File: src/rtl/count_disp_pkg.sv
// Shared types and constants for the BCD converter and 7-segment scan display.
// Glyphs are encoded {g,f,e,d,c,b,a}, active-high.
package count_disp_pkg;

   typedef enum logic [1:0] {
      IDLE  = 2'd0,
      SHIFT = 2'd1,
      DONE  = 2'd2
   } state_t;

   localparam int BCD_DIGITS = 3;
   localparam int ITER_MAX   = 7;

   localparam logic [6:0] GLYPH_0     = 7'h3F;
   localparam logic [6:0] GLYPH_1     = 7'h06;
   localparam logic [6:0] GLYPH_2     = 7'h5B;
   localparam logic [6:0] GLYPH_3     = 7'h4F;
   localparam logic [6:0] GLYPH_4     = 7'h66;
   localparam logic [6:0] GLYPH_5     = 7'h6D;
   localparam logic [6:0] GLYPH_6     = 7'h7D;
   localparam logic [6:0] GLYPH_7     = 7'h07;
   localparam logic [6:0] GLYPH_8     = 7'h7F;
   localparam logic [6:0] GLYPH_9     = 7'h6F;
   localparam logic [6:0] GLYPH_BLANK = 7'h00;

   // Decimal digit to segment pattern; non-decimal nibbles render blank.
   function automatic logic [6:0] glyph(input logic [3:0] nib);
      case (nib)
         4'd0:    return GLYPH_0;
         4'd1:    return GLYPH_1;
         4'd2:    return GLYPH_2;
         4'd3:    return GLYPH_3;
         4'd4:    return GLYPH_4;
         4'd5:    return GLYPH_5;
         4'd6:    return GLYPH_6;
         4'd7:    return GLYPH_7;
         4'd8:    return GLYPH_8;
         4'd9:    return GLYPH_9;
         default: return GLYPH_BLANK;
      endcase
   endfunction

   // Double-dabble correction step applied to one BCD nibble before each shift.
   function automatic logic [3:0] add3(input logic [3:0] nib);
      return (nib >= 4'd5) ? nib + 4'd3 : nib;
   endfunction

endpackage

File: src/rtl/bin2bcd_seq.sv
// Sequential double-dabble converter: 8-bit binary to 3-digit BCD.
// One accept in IDLE, eight shift/add-3 iterations, one DONE cycle that
// publishes the result, so a new value can be taken every 10 clocks.
//
// state | meaning
// IDLE  | in_ready high, waiting for in_valid
// SHIFT | add-3 then shift {scratch,bin}; iter 0..7
// DONE  | load bcd_out, pulse bcd_valid, return to IDLE
module bin2bcd_seq
   import count_disp_pkg::*;
(
   input  logic        clk,
   input  logic        rst,
   input  logic [7:0]  count_in,
   input  logic        in_valid,
   output logic        in_ready,
   output logic [11:0] bcd_out,
   output logic        bcd_valid
);

   state_t      state;
   logic [7:0]  bin;
   logic [11:0] scratch;
   logic [11:0] adj;
   logic [2:0]  iter;

   // Requests arriving outside IDLE are dropped, not queued.
   assign in_ready = (state == IDLE);

   // Per-nibble add-3 correction ahead of the shift.
   always_comb begin
      adj = {add3(scratch[11:8]), add3(scratch[7:4]), add3(scratch[3:0])};
   end

   // Converter FSM and shift datapath.
   always_ff @(posedge clk or posedge rst) begin
      if (rst) begin
         state     <= IDLE;
         bin       <= '0;
         scratch   <= '0;
         iter      <= '0;
         bcd_out   <= '0;
         bcd_valid <= 1'b0;
      end else begin
         bcd_valid <= 1'b0;
         case (state)
            IDLE: begin
               if (in_valid) begin
                  bin     <= count_in;
                  scratch <= '0;
                  iter    <= '0;
                  state   <= SHIFT;
               end
            end
            SHIFT: begin
               // Hundreds never exceeds 2, so the bit shifted out the top is always 0.
               scratch <= 12'({adj, bin[7]});
               bin     <= {bin[6:0], 1'b0};
               iter    <= iter + 3'd1;
               if (iter == 3'(ITER_MAX))
                  state <= DONE;
            end
            DONE: begin
               bcd_out   <= scratch;
               bcd_valid <= 1'b1;
               state     <= IDLE;
            end
            default: state <= IDLE;
         endcase
      end
   end

endmodule

File: src/rtl/count_bcd_display.sv
// Counter value to 3-digit multiplexed 7-segment display.
// bin2bcd_seq produces BCD; this level scans ones -> tens -> hundreds, each
// digit enabled for SCAN_DIV clocks, with seg and dig_en registered together.
// Optional build macro LEADING_ZERO_BLANK_EN blanks leading zeros in the
// hundreds and tens positions; ones always shows its digit.
module count_bcd_display
   import count_disp_pkg::*;
#(
   parameter int SCAN_DIV       = 1000,
   parameter int SEG_ACTIVE_LOW = 0
) (
   input  logic                  clk,
   input  logic                  rst,
   input  logic [7:0]            count_in,
   input  logic                  in_valid,
   output logic                  in_ready,
   output logic [11:0]           bcd_out,
   output logic                  bcd_valid,
   output logic [6:0]            seg,
   output logic [BCD_DIGITS-1:0] dig_en
);

   localparam int CW = $clog2(SCAN_DIV);
   localparam logic [6:0] SEG_RST =
      (SEG_ACTIVE_LOW != 0) ? ~GLYPH_0 : GLYPH_0;
   localparam logic [BCD_DIGITS-1:0] DIG_RST =
      (SEG_ACTIVE_LOW != 0) ? ~BCD_DIGITS'(1) : BCD_DIGITS'(1);

   logic [CW-1:0]         scan_cnt;
   logic [1:0]            dig_idx;
   logic [3:0]            nib;
   logic [6:0]            glyph_n;
   logic [BCD_DIGITS-1:0] onehot;

   bin2bcd_seq u_conv (
      .clk       (clk),
      .rst       (rst),
      .count_in  (count_in),
      .in_valid  (in_valid),
      .in_ready  (in_ready),
      .bcd_out   (bcd_out),
      .bcd_valid (bcd_valid)
   );

   // Select the digit being scanned and build its glyph and enable.
   always_comb begin
      case (dig_idx)
         2'd1:    nib = bcd_out[7:4];
         2'd2:    nib = bcd_out[11:8];
         default: nib = bcd_out[3:0];
      endcase
      glyph_n = glyph(nib);
`ifdef LEADING_ZERO_BLANK_EN
      if (dig_idx == 2'd2 && bcd_out[11:8] == 4'd0)
         glyph_n = GLYPH_BLANK;
      if (dig_idx == 2'd1 && bcd_out[11:4] == 8'd0)
         glyph_n = GLYPH_BLANK;
`endif
      onehot = BCD_DIGITS'(1) << dig_idx;
   end

   // Scan timer and digit rotation.
   always_ff @(posedge clk or posedge rst) begin
      if (rst) begin
         scan_cnt <= '0;
         dig_idx  <= 2'd0;
      end else if (scan_cnt == CW'(SCAN_DIV - 1)) begin
         scan_cnt <= '0;
         dig_idx  <= (dig_idx == 2'd2) ? 2'd0 : dig_idx + 2'd1;
      end else begin
         scan_cnt <= scan_cnt + CW'(1);
      end
   end

   // Output pin registers; polarity flip for common-anode boards happens here.
   always_ff @(posedge clk or posedge rst) begin
      if (rst) begin
         seg    <= SEG_RST;
         dig_en <= DIG_RST;
      end else begin
         seg    <= (SEG_ACTIVE_LOW != 0) ? ~glyph_n : glyph_n;
         dig_en <= (SEG_ACTIVE_LOW != 0) ? ~onehot : onehot;
      end
   end

endmodule

File: config.mk
export PLATFORM = sky130hd
export DESIGN_NAME = count_bcd_display
export DESIGN_NICKNAME = d
export VERILOG_FILES = /design/src/rtl/count_disp_pkg.sv /design/src/rtl/bin2bcd_seq.sv /design/src/rtl/count_bcd_display.sv
export SDC_FILE = /design/constraint.sdc
export NUM_CORES = 1
export LEC_CHECK = 0
export ABC_AREA = 1
export CORE_ASPECT_RATIO = 0.75
export CORE_MARGIN = 2
export CORE_UTILIZATION = 56
export CTS_CLUSTER_DIAMETER = 40
export DETAILED_ROUTE_END_ITERATION = 16
export GPL_ROUTABILITY_DRIVEN = 0
export PLACE_DENSITY = 0.83
export SKIP_LAST_GASP = 1
export SLEW_MARGIN = 20
export SYNTH_ARGS = -nofsm -noshare
export SYNTH_HDL_FRONTEND = slang
export SYNTH_SLANG_ARGS = --single-unit
File: constraint.sdc
create_clock -name clk -period 2.4 [get_ports clk]
set_clock_uncertainty 0.1 [all_clocks]
set_input_delay 0.48 -clock clk [delete_from_list [all_inputs] [get_ports clk]]
set_output_delay 0.48 -clock clk [all_outputs]
set_load 0.01 [all_outputs]
==> results by group <==
Synthesis
  • Post-synth top area share: 0.443
  • Largest family of logic cells by synthesized area: simple AND/OR/NAND/NOR gates
  • Prevailing post-synth register cell: dfrtp_1
  • Synth Area in Simple Gates: 0.222
  • #FFs+latches synth: 60
  • EDFF count, synth: 0
  • Synth Area in XOR/XNOR: 0.00878
  • Mux cell area share after synthesis: 0
  • Seq/Total Area, Yosys: 0.505
  • Post-synthesis average cell area: 8.75 um^2
  • Complex-gate fraction of the synthesized area: 0.116
  • Yosys top cell by area: dfrtp_1
  • Netlist cell types: 29
  • Synth warn: 0
  • Synth top area cells: dfrtp_1, nand2_1, ha_1
  • Asr flop ratio synth: 1.00
  • Mapped Nets: 372
  • Adder-Cell Fraction of Synth Area: 0.0795
  • Post-Syn Instances: 342
  • Post-Syn Area: 2990 um^2

Layout
  • Total Nets Final: 414
  • Layout area overhead: 21.5%
  • Layout cells sized above 1: 0.116
  • Antenna Cells: 0
  • Commonest non-fill, non-tap cells in the layout: nand2_1, dfrtp_1, inv_1
  • Commonest non-fill, non-tap cell in the layout: nand2_1

Clocking
  • Num CTS Buffers: 9
  • Cells resized by post-CTS repair: 0
  • Post-CTS setup buffer count: 0
  • Clock transition at path regs: 60 ps
  • Post-CTS Hold Buffers: 0
  • Clock Latency Late Sink: 340 ps
  • Root Buffer: clkbuf_8
  • CTS sink cnt: 60
  • CTS tree: done
  • CTS Buffer Depth: 2
  • H-tree depth: 3

Worst setup path
  • Reg2reg end: seg[3]
  • Critical path class: reg -> out
  • Cells on worst reg2reg path: 11
  • Max FO, Critical Path: 6
  • Worst r2r src: dig_idx[0]
  • Crit. Startpoint: u_conv.state[0]
  • CP endpoint kind: primary output
  • Critical path arrival: 1550 ps
  • Flop-to-flop setup slack: 360 ps
  • Startpoint Class: flip-flop
  • Critical path destination: in_ready
  • Worst endpoint required time: 1820 ps

Timing
  • RSZ-0062 raised after global routing: false
  • Setup TNS: 0 ps
  • Slew Limit Fails: 0
  • Fin. Hold Viols: 0
  • Fin worst setup slack: 268 ps
  • Slew at the pin closest to its max-slew limit: 477 ps
  • Min Tclk post-route: 2130 ps
  • # setup viols final: 0
  • Peak Freq: 0.469 GHz
  • Worst slew margin: 0.682
  • Period utilization: 0.888

Power and ir drop
  • Int Power: 0.00269 W
  • Peak VDD IR: 772 uV
  • Clock network power share: 0.232
  • Sw Ratio: 0.369
  • Static leakage power: 1.80 nW
  • Reg power frac: 0.370
  • Net switching power: 0.00158 W
  • Pwr per Cell Area: 1180 nW/um^2
  • Power share of the combinational group: 0.398

Route
  • DRC: 0
  • Via-to-Cell Ratio: 4.98
  • Routed WL: 5630 um
  • Drt first pass iters: 4
  • Avg WL per Cell: 12.1 um
  • Iteration-0 DRC Markers: 95
  • Vias: 2313
  • Final ANT Viol Nets: 0

Global route
  • GRT Util Overall: 0.220
  • First-pass GRT wire length: 9820 um
  • Number of global-route vias before repair: 2194
  • Initial antenna violation count: 0
  • Overflow after GRT: 0
  • Largest net degree at the start of global routing: 40

Floorplan
  • Die H: 67.3 um
  • Die area: 5950 um^2
  • Core area: 5240 um^2
  • Starting Density: 0.571
  • Site Rows: 23
  • Die W: 88.4 um
  • Boundary Pins: 35

Flow run
  • Max cap viols: 0

Place
  • Dpl ws: 367 ps
  • Port Buf Inserts: 34
  • Detail Placement HPWL: 4070 um

Outcome
  • Status: complete, no violations

Hold path
  • HP Class: reg -> reg
==> state kept, by name, summed over array words and instances, names as in the netlist <==
name,count
u_conv.state,2
u_conv.bcd_valid,1
u_conv.bin,8
seg,7
u_conv.scratch,12
dig_en,3
dig_idx,2
u_conv.bcd_out,12
u_conv.iter,3
scan_cnt,10
==> kinds of logic after synthesis <==
family	after synthesis
fa+ha+maj	19
buf+inv	45
simple gates	162
xor+xnor	3
compound gates	53
flops	60
==> cells in the mapped netlist, types with 3 or more instances <==
cell / n
nand2_1: 106
dfrtp_1: 53
inv_1: 36
nor2_1: 33
o21ai_0: 25
ha_1: 19
nand3_1: 15
o21ai_1: 9
dfstp_2: 7
o22ai_2: 6
a21oi_1: 4
nand2_2: 3
o21ai_2: 3
xor2_1: 3
==> power by group through the flow <==
stage	clock, W	combinational [W]	sequential [W]
2_1_floorplan	0	0.00119	0.00160
3_3_place_gp	0	0.00162	0.00158
3_5_place_dp	0	0.00171	0.00159
4_1_cts	0.00102	0.00171	0.00158
5_1_grt	0.00106	0.00196	0.00162
6_report	0.000991	0.00170	0.00158
==> critical path, cell delays in order, from the launching register on <==
cell,delay [ps]
dfrtp_1,490
nor2_1,180
clkdlybuf4s50_1,550
==> layer usage <==
layer,global-route usage,up-vias,wire [um],share of wire
li1,-,1169,-,-
met1,0.287,1095,2660,0.47
met2,0.352,43,2690,0.48
met3,0.0672,6,236,0.042
met4,0.0758,0,45,0.0080
met5,0,-,0,0
==> cell type report <==
type | instances | area [um^2]
Clock buffer | 11 | 141
Timing Repair Buffer | 37 | 388
Inverter | 39 | 149
Clock inverter | 5 | 75.1
Multi-Input combinational cell | 237 | 1280
Tap cell | 75 | 93.8
Fill cell | 427 | 1600
Sequential cell | 60 | 1510
==> worst min path at each step <==
| stage | startpoint | endpoint | slack, ps | cells past startpoint |
|---|---|---|---|---|
| global route | rst | u_conv.scratch[6] | 390 | 3 |
| CTS | rst | u_conv.scratch[4] | 380 | 3 |
| floorplan | u_conv.scratch[5] | u_conv.scratch[5] | 350 | 2 |
| detailed placement | u_conv.scratch[5] | u_conv.scratch[5] | 370 | 2 |
| finish | u_conv.scratch[5] | u_conv.scratch[5] | 380 | 2 |
| global placement | u_conv.scratch[5] | u_conv.scratch[5] | 360 | 2 |
==> per-stage QoR <==
stage | cell area [um^2] | instances | utilization | hold WS, ps | total power (W)
after global routing | 3630 | 464 | 0.694 | 390 | 0.00463
final | 3630 | 464 | 0.694 | 385 | 0.00427
after floorplan | 2990 | 342 | - | 349 | 0.00279
after detailed placement | 3420 | 448 | 0.652 | 371 | 0.00330
after CTS | 3630 | 464 | 0.694 | 376 | 0.00431
after global placement | 3420 | 448 | 0.652 | 365 | 0.00321
Note: power is estimated with default switching activity, not from simulation.
